[src/rtl/slc3_rf_pkg.sv]
// Shared constants and address-width helper for the SLC-3 multi-port register file.
package slc3_rf_pkg;

    localparam int RF_DATA_W   = 16;
    localparam int RF_NUM_REGS = 8;
    localparam int RF_NUM_RD   = 2;

    function automatic int rf_aw(input int n);
        return (n < 2) ? 1 : $clog2(n);
    endfunction

    typedef logic [rf_aw(RF_NUM_REGS)-1:0] rf_addr_t;

endpackage

[src/rtl/reg_file_mp_if.sv]
// Datapath-side bundle of the register file: two write ports, load issue, packed read ports, scoreboard view.
interface reg_file_mp_if
    import slc3_rf_pkg::*;
#(
    parameter int DATA_W   = RF_DATA_W,
    parameter int NUM_REGS = RF_NUM_REGS,
    parameter int NUM_RD   = RF_NUM_RD,
    localparam int AW      = rf_aw(NUM_REGS)
);

    logic                     wa_en;
    logic [AW-1:0]            wa_addr;
    logic [DATA_W-1:0]        wa_data;
    logic                     wb_en;
    logic [AW-1:0]            wb_addr;
    logic [DATA_W-1:0]        wb_data;
    logic                     iss_en;
    logic [AW-1:0]            iss_addr;
    logic [NUM_RD*AW-1:0]     rd_addr;
    logic [NUM_RD*DATA_W-1:0] rd_data;
    logic [NUM_RD-1:0]        rd_rdy;
    logic [NUM_REGS-1:0]      busy;
    logic                     any_busy;

    modport master (
        output wa_en, wa_addr, wa_data,
        output wb_en, wb_addr, wb_data,
        output iss_en, iss_addr,
        output rd_addr,
        input  rd_data, rd_rdy, busy, any_busy
    );

    modport slave (
        input  wa_en, wa_addr, wa_data,
        input  wb_en, wb_addr, wb_data,
        input  iss_en, iss_addr,
        input  rd_addr,
        output rd_data, rd_rdy, busy, any_busy
    );

endinterface

[src/rtl/rf_scoreboard.sv]
// Per-register load-in-flight bits; a same-cycle issue beats the writeback since it is the newer load.
module rf_scoreboard
    import slc3_rf_pkg::*;
#(
    parameter int NUM_REGS = RF_NUM_REGS,
    localparam int AW      = rf_aw(NUM_REGS)
) (
    input  logic                clk,
    input  logic                reset,
    input  logic                iss_en,
    input  logic [AW-1:0]       iss_addr,
    input  logic                wb_en,
    input  logic [AW-1:0]       wb_addr,
    output logic [NUM_REGS-1:0] busy,
    output logic                any_busy
);

    logic [NUM_REGS-1:0] busy_q;
    logic [NUM_REGS-1:0] busy_d;

    always_comb begin
        busy_d = busy_q;
        for (int r = 0; r < NUM_REGS; r++) begin
            if (iss_en && iss_addr == AW'(r)) begin
                busy_d[r] = 1'b1;
            end else if (wb_en && wb_addr == AW'(r)) begin
                busy_d[r] = 1'b0;
            end
        end
    end

    always_ff @(posedge clk) begin
        if (reset) begin
            busy_q <= '0;
        end else begin
            busy_q <= busy_d;
        end
    end

    assign busy     = busy_q;
    assign any_busy = |busy_q;

endmodule

[src/rtl/reg_file_mp.sv]
// Multi-port register file: two write ports (load return wins), zero-latency bypassed reads, load scoreboard.
module reg_file_mp
    import slc3_rf_pkg::*;
#(
    parameter int DATA_W   = RF_DATA_W,
    parameter int NUM_REGS = RF_NUM_REGS,
    parameter int NUM_RD   = RF_NUM_RD,
    parameter int ZERO_R0  = 0,
    localparam int AW      = rf_aw(NUM_REGS)
) (
    input  logic          clk,
    input  logic          reset,
    reg_file_mp_if.slave  rf
);

    logic [DATA_W-1:0]   regs_q [NUM_REGS];
    logic [DATA_W-1:0]   regs_d [NUM_REGS];
    logic [NUM_REGS-1:0] busy;
    logic                wa_ok;
    logic                wb_ok;
    logic                iss_ok;

    // With a hardwired R0, anything aimed at address 0 is simply dropped here.
    always_comb begin
        wa_ok  = rf.wa_en  && !(ZERO_R0 != 0 && rf.wa_addr  == '0);
        wb_ok  = rf.wb_en  && !(ZERO_R0 != 0 && rf.wb_addr  == '0);
        iss_ok = rf.iss_en && !(ZERO_R0 != 0 && rf.iss_addr == '0);
    end

    always_comb begin
        for (int r = 0; r < NUM_REGS; r++) begin
            regs_d[r] = regs_q[r];
        end
        if (wa_ok) begin
            regs_d[rf.wa_addr] = rf.wa_data;
        end
        if (wb_ok) begin
            regs_d[rf.wb_addr] = rf.wb_data;
        end
    end

    always_ff @(posedge clk) begin
        for (int r = 0; r < NUM_REGS; r++) begin
            if (reset) begin
                regs_q[r] <= '0;
            end else begin
                regs_q[r] <= regs_d[r];
            end
        end
    end

    rf_scoreboard #(
        .NUM_REGS (NUM_REGS)
    ) u_scoreboard (
        .clk      (clk),
        .reset    (reset),
        .iss_en   (iss_ok),
        .iss_addr (rf.iss_addr),
        .wb_en    (wb_ok),
        .wb_addr  (rf.wb_addr),
        .busy     (busy),
        .any_busy (rf.any_busy)
    );

    assign rf.busy = busy;

    for (genvar i = 0; i < NUM_RD; i++) begin : g_rd
        logic [AW-1:0]     ra;
        logic [DATA_W-1:0] rd_dat;
        logic              rd_ok;

        assign ra = rf.rd_addr[i*AW +: AW];

        always_comb begin
            rd_dat = regs_q[ra];
            rd_ok  = !busy[ra];
            if (ZERO_R0 != 0 && ra == '0) begin
                rd_dat = '0;
                rd_ok  = 1'b1;
            end else if (rf.wb_en && rf.wb_addr == ra) begin
                rd_dat = rf.wb_data;
                rd_ok  = 1'b1;
            end else if (rf.wa_en && rf.wa_addr == ra) begin
                rd_dat = rf.wa_data;
            end
        end

        assign rf.rd_data[i*DATA_W +: DATA_W] = rd_dat;
        assign rf.rd_rdy[i]                   = rd_ok;
    end

endmodule

[src/flat_wrapper.sv]
// flat-port wrapper written by rule: the top's interface ports become plain ports
module reg_file_mp_flat import slc3_rf_pkg::*;
#(
    parameter int DATA_W   = RF_DATA_W,
    parameter int NUM_REGS = RF_NUM_REGS,
    parameter int NUM_RD   = RF_NUM_RD,
    parameter int ZERO_R0  = 0,
    localparam int AW      = rf_aw(NUM_REGS)
)
  (clk, reset, rf_wa_en, rf_wa_addr, rf_wa_data, rf_wb_en, rf_wb_addr, rf_wb_data, rf_iss_en, rf_iss_addr, rf_rd_addr, rf_rd_data, rf_rd_rdy, rf_busy, rf_any_busy);
  reg_file_mp_if #(.DATA_W(DATA_W), .NUM_REGS(NUM_REGS), .NUM_RD(NUM_RD)) rf_i ();
  input  logic clk;
  input  logic reset;
  input wire logic [$bits(rf_i.wa_en)-1:0] rf_wa_en;
  input wire logic [$bits(rf_i.wa_addr)-1:0] rf_wa_addr;
  input wire logic [$bits(rf_i.wa_data)-1:0] rf_wa_data;
  input wire logic [$bits(rf_i.wb_en)-1:0] rf_wb_en;
  input wire logic [$bits(rf_i.wb_addr)-1:0] rf_wb_addr;
  input wire logic [$bits(rf_i.wb_data)-1:0] rf_wb_data;
  input wire logic [$bits(rf_i.iss_en)-1:0] rf_iss_en;
  input wire logic [$bits(rf_i.iss_addr)-1:0] rf_iss_addr;
  input wire logic [$bits(rf_i.rd_addr)-1:0] rf_rd_addr;
  output wire logic [$bits(rf_i.rd_data)-1:0] rf_rd_data;
  output wire logic [$bits(rf_i.rd_rdy)-1:0] rf_rd_rdy;
  output wire logic [$bits(rf_i.busy)-1:0] rf_busy;
  output wire logic [$bits(rf_i.any_busy)-1:0] rf_any_busy;
  assign rf_i.wa_en = rf_wa_en;
  assign rf_i.wa_addr = rf_wa_addr;
  assign rf_i.wa_data = rf_wa_data;
  assign rf_i.wb_en = rf_wb_en;
  assign rf_i.wb_addr = rf_wb_addr;
  assign rf_i.wb_data = rf_wb_data;
  assign rf_i.iss_en = rf_iss_en;
  assign rf_i.iss_addr = rf_iss_addr;
  assign rf_i.rd_addr = rf_rd_addr;
  assign rf_rd_data = rf_i.rd_data;
  assign rf_rd_rdy = rf_i.rd_rdy;
  assign rf_busy = rf_i.busy;
  assign rf_any_busy = rf_i.any_busy;
  reg_file_mp #(.DATA_W(DATA_W), .NUM_REGS(NUM_REGS), .NUM_RD(NUM_RD), .ZERO_R0(ZERO_R0)) u_core (.clk(clk), .reset(reset), .rf(rf_i));
endmodule
[config.mk]
export PLATFORM = sky130hd
export DESIGN_NAME = reg_file_mp_flat
export DESIGN_NICKNAME = d
export VERILOG_FILES = /design/src/rtl/slc3_rf_pkg.sv /design/src/rtl/reg_file_mp_if.sv /design/src/rtl/rf_scoreboard.sv /design/src/rtl/reg_file_mp.sv /design/src/flat_wrapper.sv
export SDC_FILE = /design/constraint.sdc
export NUM_CORES = 1
export LEC_CHECK = 0
export BUFFER_PORTS_ARGS = -buffer_cell sky130_fd_sc_hd__buf_2
export CAP_MARGIN = 20
export CORE_ASPECT_RATIO = 1.5
export CORE_MARGIN = 2
export CORE_UTILIZATION = 40
export DETAILED_ROUTE_END_ITERATION = 10
export RECOVER_POWER = 25
export SLEW_MARGIN = 20
export SYNTH_ARGS = -nofsm -noshare
export SYNTH_HDL_FRONTEND = slang
export SYNTH_SLANG_ARGS = --single-unit
[constraint.sdc]
create_clock -name clk -period 3.5 [get_ports clk]
set_clock_uncertainty 0.2 [all_clocks]
set_input_delay 0.35 -clock clk [delete_from_list [all_inputs] [get_ports clk]]
set_output_delay 0.35 -clock clk [all_outputs]
set_load 0.05 [all_outputs]
== Word-level counts from Yosys, hierarchy flattened ==
Memories as Yosys holds them, arrays and structs flattened.
Cells that the tools add are included.

* Output and inout port bits: 43
* Memories kept: 1
* Register bits after elaboration: 8
* Logic and storage cells: 123
* Input bits: 52
* RAM bits: 128

* Bitwise logic cells: 10
* Equality and inequality tests: 18
* Order comparisons: 6
* Mux-type cells: 45
* Reductions and logical operators: 35

{| class="wikitable"
|+ Memory list
! name !! words !! width !! read ports !! clocked after memory_dff !! wr ports !! line !! RTL
|-
| u_core.regs_q || 8 || 16 || 10 || 0 || 8 || reg_file_mp.sv:16 || <nowiki>logic [DATA_W-1:0] regs_q [NUM_REGS];</nowiki>
|}

{| class="wikitable"
|+ Operators with widths
! cell !! number
|-
| bitwise mux 128 bit || 2
|-
| 2-to-1 mux 128 bit || 2
|-
| 2-to-1 mux 16 bit || 14
|-
| demux 16 bit (select 3 bit) || 2
|-
| equality test 3 bit, second input constant || 8
|-
| 2-to-1 mux 1 bit || 23
|-
| logical AND 1 bit || 22
|-
| nonzero test 2 bit || 8
|-
| equality test 3 x 2 -> 1 bit, second input constant || 4
|-
| equality test 3 bit || 4
|-
| greater-or-equal comparator 4 bit, second input constant || 2
|-
| less-than comparator 3 x 4 -> 1 bit, second input constant || 2
|-
| less-than comparator 4 x 1 -> 1 bit, second input constant || 2
|-
| inverter 3 -> 4 bit || 2
|-
| OR 1 bit || 8
|-
| OR reduction 8 bit || 1
|-
| binary-select mux 1 bit (select 3 bit) || 2
|-
| equality test 3 x 1 -> 1 bit, second input constant || 2
|-
| logical NOT 3 bit || 2
|-
| logical NOT 1 bit || 2
|}

== Longest topological paths before layout ==
Gate-level depths: netlist of the first run.

* Word-level depth: 10
* Mapped depth: 7

== Cells and area by module ==
Synthesis of the first run repeated with hierarchy kept, for this count alone.

* Cells, all modules: 916
* Area total of the unflattened synthesis: 9396.5 sq um

{| class="wikitable"
|+ Modules (own cells, without submodules)
! module !! area an instance (sq um) !! sequential area each (sq um) !! times used !! cells each
|-
| reg_file_mp || 8962.3 || 2562.5 || 1 || 872
|-
| rf_scoreboard || 434.2 || 160.2 || 1 || 44
|}

== Least setup slack after synthesis of the first run ==
No wires, ideal clock.

* Path kind: input to output
* From: input rf_rd_addr[2]
* To: output rf_rd_data[2]
* Arrival time: 2.327 ns
* Setup slack: 0.623 ns
* Stages: 6
* Cell sequence: buf_2 -> clkbuf_1 -> mux4_1 -> mux2_2 -> mux2i_1 -> o21ai_0

* Cells in the longest elaborated chain, start to end: 4
* Elaborated cells between the ends (all ways): 7
* Those cells by class: 2 x eq/ne; 2 x mux; 2 x reduce/logical; 1 x memory

{| class="wikitable"
|+ Ends and longest elaborated chain
! item !! line !! RTL
|-
| from (decl) || flat_wrapper.sv:22 || <nowiki>input wire logic [$bits(rf_i.rd_addr)-1:0] rf_rd_addr;</nowiki>
|-
| parallel branches: the longest is 3 deep, another holds memory (8 x 16 bit) || -- ||
|-
| 2-to-1 mux 16 bit * || reg_file_mp.sv:80 || <nowiki>end else if (rf.wb_en && rf.wb_addr == ra) begin</nowiki>
|-
| to (decl) || flat_wrapper.sv:23 || <nowiki>output wire logic [$bits(rf_i.rd_data)-1:0] rf_rd_data;</nowiki>
|}

Every way passes the cells marked *.

== Worst setup path after layout of the first run ==
* From: input rf_rd_addr[4]
* To: output rf_rd_data[31]

The elaborated chain is that of the path after synthesis.

==> results.sh, run 1 <==
export IMPL_ys_seq_area_frac=0.2941
export IMPL_regToRegSetupSlack_ns=2.50
export IMPL_wire_per_inst_um=22.87
export IMPL_drt_iter0_markers=557
export IMPL_cpPeakStageDelay_ns=0.57
export IMPL_synth_ff_type="dfxtp_1"
export IMPL_fp_dieArea_um2=24400
export IMPL_syn_to_final_growth_pct=11.74
export IMPL_ys_warn_count=0
export IMPL_finalCritPeriodShare=0.7730
export IMPL_tritoncts="built"
export IMPL_cts_hold_buf=0
export IMPL_synth_top_area_cell="dfxtp_1"
export IMPL_fin_util=0.4520
export IMPL_yosys_area_top_type_share=0.2941
export IMPL_n_antenna_cell=0
export IMPL_die_h_um=190.3
export IMPL_ir_worst_vdd_v=0.0003116
export IMPL_rows=68
export IMPL_coreArea_um2=22890
export IMPL_netlist_area_um2=9258
export IMPL_synth_commonest_cells="162 x mux2i_1, 137 x nor2_1, 136 x dfxtp_1"
export IMPL_grt_max_degree=71
export IMPL_dp_hpwl_um=17120
export IMPL_power_mw=4.490
export IMPL_cp_max_fo=18
export IMPL_rr_endpoint="u_core.regs_q[7][15]"
export IMPL_rsz0062_at_grt="no"
export IMPL_rr_worst_depth=2
export IMPL_synthMostInstantiatedCell="mux2i_1"
export IMPL_cts_sinks=136
export IMPL_ctsLongestPathBuffers=2
export IMPL_switching_share=0.2940
export IMPL_setup_viol=0
export IMPL_drc_errors=0
export IMPL_p_sw_mw=1.320
export IMPL_gp_congestion=0.8051
export IMPL_r2r_start="u_core.regs_q[7][15]"
export IMPL_fin_crit_ns=2.705
export IMPL_htreeDepth=4
export IMPL_cp_data_required_time_ns=2.95
export IMPL_ys_seq_elements=136
export IMPL_grt_use_total=0.2313
export IMPL_antenna_left=0
export IMPL_overflow=0
export IMPL_p_int_mw=3.170
export IMPL_clk_pin_slew_ns=0.06
export IMPL_leakage_nw=4.595
export IMPL_finalMaxSlewViolations=102
export IMPL_outcome="finished with violations"
export IMPL_syn_nets=957
export IMPL_fin_setup_tns_ns=0
export IMPL_hold_class="in -> reg"
export IMPL_synth_area_top_cells="dfxtp_1 29%, mux2i_1 18%, mux4_1 15%"
export IMPL_setup_worst_path_end="rf_rd_data[31]"
export IMPL_ys_types=33
export IMPL_dr_pass1_iters=7
export IMPL_pwr_share_comb=0.189
export IMPL_die_x_um=128.2
export IMPL_hold_slack_ns=0.06078
export IMPL_async_flop_share=0
export IMPL_antenna_found_initial=1
export IMPL_critical_path_class="in -> out"
export IMPL_power_frac_clock=0.435
export IMPL_grt_first_pass_wirelength_um=43260
export IMPL_nets=979
export IMPL_power_density_nw_per_um2=434.0
export IMPL_cp_slowest_cell="mux4_2"
export IMPL_synth_edff_count=0
export IMPL_post_cts_buffers=0
export IMPL_wirelength_um=27900
export IMPL_grt_pass1_vias=7232
export IMPL_worstPathArrival_ns=2.16
export IMPL_critPathLaunchType="input pin"
export IMPL_vias_per_cell=6.130
export IMPL_start_util=0.4045
export IMPL_violations="capacitance limit, slew limit"
export IMPL_port_buffer_count=94
export IMPL_max_freq_mhz=369.6
export IMPL_cap_violations=3
export IMPL_postSynthCellCount=905
export IMPL_clk_latency_ns=0.41
export IMPL_root_buffer="clkbuf_16"
export IMPL_critPathMostFrequentCell="buf_2"
export IMPL_hold_violations=0
export IMPL_io_pins=95
export IMPL_cts_repair_resized=0
export IMPL_worstPathCellList="buf_2, mux4_2, mux2_2, mux2i_1, o21ai_0, buf_2"
export IMPL_drive_gt1_frac=0.2202
export IMPL_max_slew_worst_pin_slew_ns=1.949
export IMPL_postSynthAreaPerCell_um2=10.23
export IMPL_vias=7479
export IMPL_critical_path_startpoint="rf_rd_addr[4]"
export IMPL_cts_made_buffers=17
export IMPL_slew_headroom=-0.2996
export IMPL_seqPwrFrac=0.376
export IMPL_cp_end_kind="primary output"
[worst max-delay path: cells and delay by family]
family	cells	cell delay [ns]
compound gates	1	0.11
buf+inv	2	0.66
mux	3	1.03
[how the worst min path moves through the flow]
stage	start	endpoint	slack, ns	cells after the start
after floorplan	rf_iss_addr[2]	u_core.u_scoreboard.busy[7]	0.30	2
after global placement	u_core.u_scoreboard.busy[7]	u_core.u_scoreboard.busy[7]	0.31	2
after detailed placement	u_core.u_scoreboard.busy[7]	u_core.u_scoreboard.busy[7]	0.34	2
after CTS	rf_iss_addr[1]	u_core.u_scoreboard.busy[3]	0.05	3
after global routing	rf_iss_addr[1]	u_core.u_scoreboard.busy[3]	0.06	3
final	rf_iss_addr[1]	u_core.u_scoreboard.busy[3]	0.06	3
[power groups by stage]
stage          Combinational [mW]  Clock, mW  Sequential (mW)
6_report                    0.851       1.95             1.69
5_1_grt                     0.908       2.05             1.69
4_1_cts                     0.853       1.98             1.68
3_5_place_dp                0.850          0             1.72
3_3_place_gp                0.840          0             1.72
2_1_floorplan               0.658          0             1.70
[metrics by stage]
stage               setup WS (ns)  area, µm²  cells
detailed placement         0.7969       9723   1188
floorplan                  0.6229       9258    905
CTS                        0.7979      10360   1220
global route               0.7037      10340   1220
finish                     0.7946      10340   1220
global placement           0.8175       9723   1188
[sequential cells by signal (all words and copies together), names as in the netlist]
signal	cells
u_core.u_scoreboard.busy	8
u_core.regs_q	128
[per-layer routing]
metal | vias up | GRT usage | routed length, µm
met1 | 3752 | 0.3049 | 12490
met2 | 213 | 0.3918 | 13840
met3 | 33 | 0.02974 | 1010
met4 | 2 | 0.07481 | 534
met5 | - | 0 | 16
li1 | 3479 | - | -
[layout make-up]
type	count	area, µm²
Sequential cell	136	2723
Tap cell	280	350.3
Clock inverter	12	188.9
Fill cell	2142	12540
Timing Repair Buffer	126	737.0
Multi-Input combinational cell	646	5899
Clock buffer	20	446.7
[cells by family (layout without fill, tap and decap cells)]
family / after synthesis / after routing / synth area share
AO/OA/AOI/OAI: 168 / 168 / 0.1279
XOR/XNOR: 12 / 12 / 0.01135
buffers and inverters: 123 / 158 / 0.06974
flip-flops: 136 / 136 / 0.2941
multiplexers: 262 / 262 / 0.4010
AND/OR/NAND/NOR: 204 / 204 / 0.09596
[placed cells by master, fill, tap and decap left out, types with 4 or more instances in the layout]
| master | instances |
|---|---|
| a211oi_1 | 128 |
| a32oi_1 | 4 |
| buf_2 | 91 |
| buf_4 | 27 |
| bufinv_16 | 4 |
| clkbuf_1 | 7 |
| clkbuf_16 | 17 |
| dfxtp_1 | 136 |
| inv_6 | 4 |
| mux2_2 | 32 |
| mux2i_1 | 162 |
| mux4_1 | 53 |
| mux4_2 | 15 |
| nand2_1 | 38 |
| nand3_1 | 4 |
| nor2_1 | 137 |
| nor2b_1 | 6 |
| o21ai_0 | 6 |
| o21ai_1 | 26 |
| xnor2_1 | 12 |
Power figures use the tool's default switching activity.
==> run 2: changes to the inputs <==
Clock period 3.5 ns to 2.21 ns, I/O delays scaled along.
==> results.sh, run 2 (synthesis results as in run 1) <==
export IMPL_outcome="finished with violations"
export IMPL_violations="setup timing"
export IMPL_fp_dieArea_um2=24400
export IMPL_wire_per_inst_um=23.01
export IMPL_port_buffer_count=94
export IMPL_fin_ws_ns=-0.1293
export IMPL_root_buffer="clkbuf_16"
export IMPL_drt_iter0_markers=709
export IMPL_cts_made_buffers=17
export IMPL_grt_max_degree=53
export IMPL_regToRegSetupSlack_ns=0.78
export IMPL_die_h_um=190.3
export IMPL_coreArea_um2=22890
export IMPL_dpl_cell_count=1203
export IMPL_n_antenna_cell=0
export IMPL_dp_hpwl_um=17670
export IMPL_clk_latency_ns=0.42
export IMPL_syn_to_final_growth_pct=22.26
export IMPL_die_x_um=128.2
export IMPL_min_from="rf_iss_addr[0]"
export IMPL_critical_path_startpoint="u_core.regs_q[5][11]"
export IMPL_ir_worst_vdd_v=0.0005716
export IMPL_setup_viol=32
export IMPL_slew_headroom=0.4137
export IMPL_vias_per_cell=6.088
export IMPL_leakage_nw=4.626
export IMPL_max_freq_mhz=427.5
export IMPL_gp_congestion=0.8230
export IMPL_worstPathArrival_ns=1.92
export IMPL_regMostFlops="u_core.regs_q"
export IMPL_critPathLaunchType="flop"
export IMPL_start_util=0.4045
export IMPL_vias=7683
export IMPL_power_density_nw_per_um2=654.3
export IMPL_antenna_found_initial=0
export IMPL_cap_violations=0
export IMPL_rows=68
export IMPL_nets=1021
export IMPL_cp_end_kind="primary output"
export IMPL_layout_commonest_cell="mux2i_1"
export IMPL_r2r_start="u_core.u_scoreboard.busy[3]"
export IMPL_final_instance_count_excl_fill=1262
export IMPL_htreeDepth=4
export IMPL_power_mw=7.405
export IMPL_drc_errors=0
export IMPL_cts_sinks=136
export IMPL_hold_class="in -> reg"
export IMPL_fin_crit_ns=2.339
export IMPL_clk_pin_slew_ns=0.06
export IMPL_finalMaxSlewViolations=0
export IMPL_post_place_ws_ns=-0.1702
export IMPL_ctsLongestPathBuffers=2
export IMPL_dr_pass1_iters=5
export IMPL_critical_path_class="reg -> out"
export IMPL_rsz0062_at_grt="yes"
export IMPL_max_slew_worst_pin_slew_ns=0.8794
export IMPL_overflow=0
export IMPL_drive_gt1_frac=0.4063
export IMPL_grt_use_total=0.2433
export IMPL_tritoncts="built"
export IMPL_hold_violations=0
export IMPL_final_cell_mix="147 x mux2i_1, 137 x nor2_1, 128 x a211oi_1"
export IMPL_rr_worst_depth=3
export IMPL_cp_data_required_time_ns=1.79
export IMPL_antenna_left=0
export IMPL_finalCritPeriodShare=1.059
export IMPL_cp_max_fo=3
export IMPL_setup_worst_path_end="rf_rd_data[27]"
export IMPL_io_pins=95
export IMPL_rr_endpoint="u_core.u_scoreboard.busy[3]"
export IMPL_grt_pass1_vias=7456
export IMPL_largest_reg_flops=128
export IMPL_hold_slack_ns=0.02039
export IMPL_wirelength_um=29040
export IMPL_grt_first_pass_wirelength_um=45320
[run 2: timing repair]
action / in CTS / in global routing
hold buffers: 21 / 0
buffers inserted: 1 / 4
pin swaps: 13 / 15
endpoints found under the hold margin: 130 / 0
gates cloned: 0 / 1
setup endpoints to repair: 33 / 34
resized for setup: 203 / 36
[run 2: layout make-up]
cell class              instances  area [µm²]
clock buffers                  21       460.4
clock inverters                11       171.4
fillers                      2101       11570
multi-input cells             646        5996
flip-flops and latches        136        2820
well taps                     280       350.3
repair buffers                168        1520
[run 2: through the flow]
| stage | area, µm² | util | setup TNS [ns] |
|---|---|---|---|
| floorplan | 9355 | - | -0.7929 |
| detailed placement | 10190 | 0.4451 | -2.971 |
| global placement | 10190 | 0.4451 | -2.704 |
| global route | 11320 | 0.4945 | -4.915 |
| CTS | 11270 | 0.4923 | -3.864 |
| finish | 11320 | 0.4945 | -3.198 |
[run 2: worst min-delay path by stage]
stage / to / slack [ns] / cells after the start
4_1_cts: u_core.regs_q[5][4] / 0.004 / 3
2_1_floorplan: u_core.u_scoreboard.busy[7] / 0.17 / 2
3_3_place_gp: u_core.u_scoreboard.busy[7] / 0.29 / 2
6_report: u_core.u_scoreboard.busy[0] / 0.02 / 4
3_5_place_dp: u_core.u_scoreboard.busy[7] / 0.30 / 2
5_1_grt: u_core.u_scoreboard.busy[0] / 0.03 / 4
[run 2: per-layer routing]
layer  GRT usage  vias to the layer above  routed length [µm]
met5           0                        -                   0
met4     0.09172                        0                 778
met3     0.03423                       50                1524
met2      0.3863                      303               13930
met1      0.3361                     3790               12800
li1            -                     3540                   -
[run 2: worst max-delay path, cell delays in order, from the launching register on]
cell and delay [ns]:
dfxtp_2 0.33, mux4_1 0.48, mux2_2 0.27, mux2i_1 0.18
o21ai_2 0.08, buf_6 0.15
[run 2: power by group]
group          internal (mW)  switching (mW)
registers               2.59           0.102
logic                  0.716           0.924
clock network           1.95            1.12
total                   5.26            2.15
==> run 3: changes to the inputs <==
Settings changed: GPL_TIMING_DRIVEN set to 0.
==> results.sh, run 3 (synthesis results as in run 1) <==
export IMPL_outcome="finished with violations"
export IMPL_violations="setup timing"
export IMPL_drive_gt1_frac=0.3831
export IMPL_cp_max_fo=3
export IMPL_syn_to_final_growth_pct=20.25
export IMPL_finalCritPeriodShare=1.082
export IMPL_worstPathCellList="mux4_2, mux2_4, mux2i_2, o21ai_2, buf_6"
export IMPL_nets=1036
export IMPL_seqPwrFrac=0.360
export IMPL_die_h_um=190.3
export IMPL_largest_reg_flops=128
export IMPL_power_mw=7.487
export IMPL_final_instance_count_excl_fill=1277
export IMPL_p_sw_mw=2.322
export IMPL_setup_viol=33
export IMPL_htreeDepth=4
export IMPL_critPathLaunchType="flop"
export IMPL_coreArea_um2=22890
export IMPL_antenna_found_initial=1
export IMPL_hold_violations=0
export IMPL_fin_crit_ns=2.391
export IMPL_p_int_mw=5.165
export IMPL_power_density_nw_per_um2=672.6
export IMPL_pwr_share_comb=0.228
export IMPL_drc_errors=0
export IMPL_drt_iter0_markers=947
export IMPL_dpl_cell_count=1234
export IMPL_grt_pass1_vias=8075
export IMPL_tritoncts="built"
export IMPL_power_frac_clock=0.411
export IMPL_finalMaxSlewViolations=0
export IMPL_cp_num_buf_inv=1
export IMPL_regMostFlops="u_core.regs_q"
export IMPL_wirelength_um=37650
export IMPL_overflow=0
export IMPL_cts_made_buffers=17
export IMPL_wire_per_inst_um=29.48
export IMPL_fin_ws_ns=-0.1807
export IMPL_rsz0062_at_grt="yes"
export IMPL_root_buffer="clkbuf_16"
export IMPL_fin_setup_tns_ns=-4.190
export IMPL_cp_end_kind="primary output"
export IMPL_max_slew_worst_pin_slew_ns=0.9530
export IMPL_clk_pin_slew_ns=0.07
export IMPL_hold_slack_ns=0.01240
export IMPL_final_area_um2=11130
export IMPL_slew_headroom=0.3647
export IMPL_io_pins=95
export IMPL_switching_share=0.3101
export IMPL_cp_top_family="multiplexers"
export IMPL_die_x_um=128.2
export IMPL_antenna_left=0
export IMPL_clk_latency_ns=0.44
export IMPL_vias_per_cell=6.575
export IMPL_dr_pass1_iters=5
export IMPL_ctsLongestPathBuffers=2
export IMPL_cp_slowest_cell="mux4_2"
export IMPL_leakage_nw=4.396
export IMPL_ir_worst_vdd_v=0.0005514
export IMPL_rows=68
export IMPL_cap_violations=0
export IMPL_critical_path_class="reg -> out"
export IMPL_cp_data_required_time_ns=1.79
export IMPL_grt_max_degree=17
export IMPL_grt_first_pass_wirelength_um=54140
export IMPL_dp_hpwl_um=24650
export IMPL_layout_commonest_cell="mux2i_1"
export IMPL_port_buffer_count=49
export IMPL_hold_class="in -> reg"
export IMPL_worstPathArrival_ns=1.97
export IMPL_start_util=0.4045
export IMPL_max_freq_mhz=418.3
export IMPL_cts_sinks=136
export IMPL_final_cell_mix="145 x mux2i_1, 137 x nor2_1, 128 x a211oi_1"
export IMPL_n_antenna_cell=0
export IMPL_gp_congestion=0.9239
export IMPL_grt_use_total=0.3077
export IMPL_placed_cell_area_um2=9952
export IMPL_vias=8396
export IMPL_fin_util=0.4864
export IMPL_post_place_ws_ns=-0.7692
export IMPL_fp_dieArea_um2=24400
export IMPL_cpPeakStageDelay_ns=0.48
## run 3: cell types whose count changed in the layout (fill, tap and decap cells not counted), moves of 7 or more
cell	change
clkbuf_8	+7
buf_1	+11
dfxtp_1	-14
buf_4	-10
dlygate4sd3_1	-16
buf_2	-30
buf_6	+8
dfxtp_2	+12
clkbuf_1	+56
buf_12	-16
clkbuf_4	+8
## run 3: area by class of cell
cell class / instances / area, µm²
plain buffers: 120 / 714.4
clock buffers: 21 / 480.5
clock inverters: 11 / 145.1
fillers: 2154 / 11760
multi-input cells: 646 / 6026
flip-flops and latches: 136 / 2843
well taps: 280 / 350.3
repair buffers: 63 / 573.1
## run 3: metal layers
metal	vias to the layer above	global-route usage	wire length [µm]
met5	-	0	0
met4	0	0.1762	2268
met3	133	0.07183	3033
met2	540	0.4969	17830
met1	4183	0.3742	14520
li1	3540	-	-
## run 3: worst register-to-register path, delay by kind of cell (launching register included)
kind	cells	cell delay (ns)
compound gates	1	0.15
buf+inv	1	0.57
flops	1	0.35
simple gates	1	0.04
## run 3: power by group through the flow
stage                     Clock (mW)  Combinational [mW]  Sequential, mW
after floorplan                    0                1.07            2.70
after global placement             0                1.46            2.72
after detailed placement           0                1.47            2.72
after CTS                       3.06                1.65            2.69
after global routing            3.18                1.78            2.71
final                           3.08                1.71            2.70
## run 3: timing repair
item                                   CTS  global route
buffers inserted                         5             4
setup endpoints to repair               34            35
hold buffers                             5             0
gates resized for setup                244            62
pin swaps                               14            17
endpoints found under the hold margin    5             0
## run 3: path summary, 6_finish.rpt
check | endpoint | slack [ns] | from | cells past startpoint
max | rf_rd_data[24] | -0.18 | u_core.regs_q[3][8] | 5
min | u_core.regs_q[6][12] | 0.01 | rf_wa_data[12] | 3
max reg2reg | u_core.u_scoreboard.busy[3] | 0.76 | u_core.u_scoreboard.busy[3] | 3
min reg2reg | u_core.u_scoreboard.busy[7] | 0.29 | u_core.u_scoreboard.busy[7] | 2
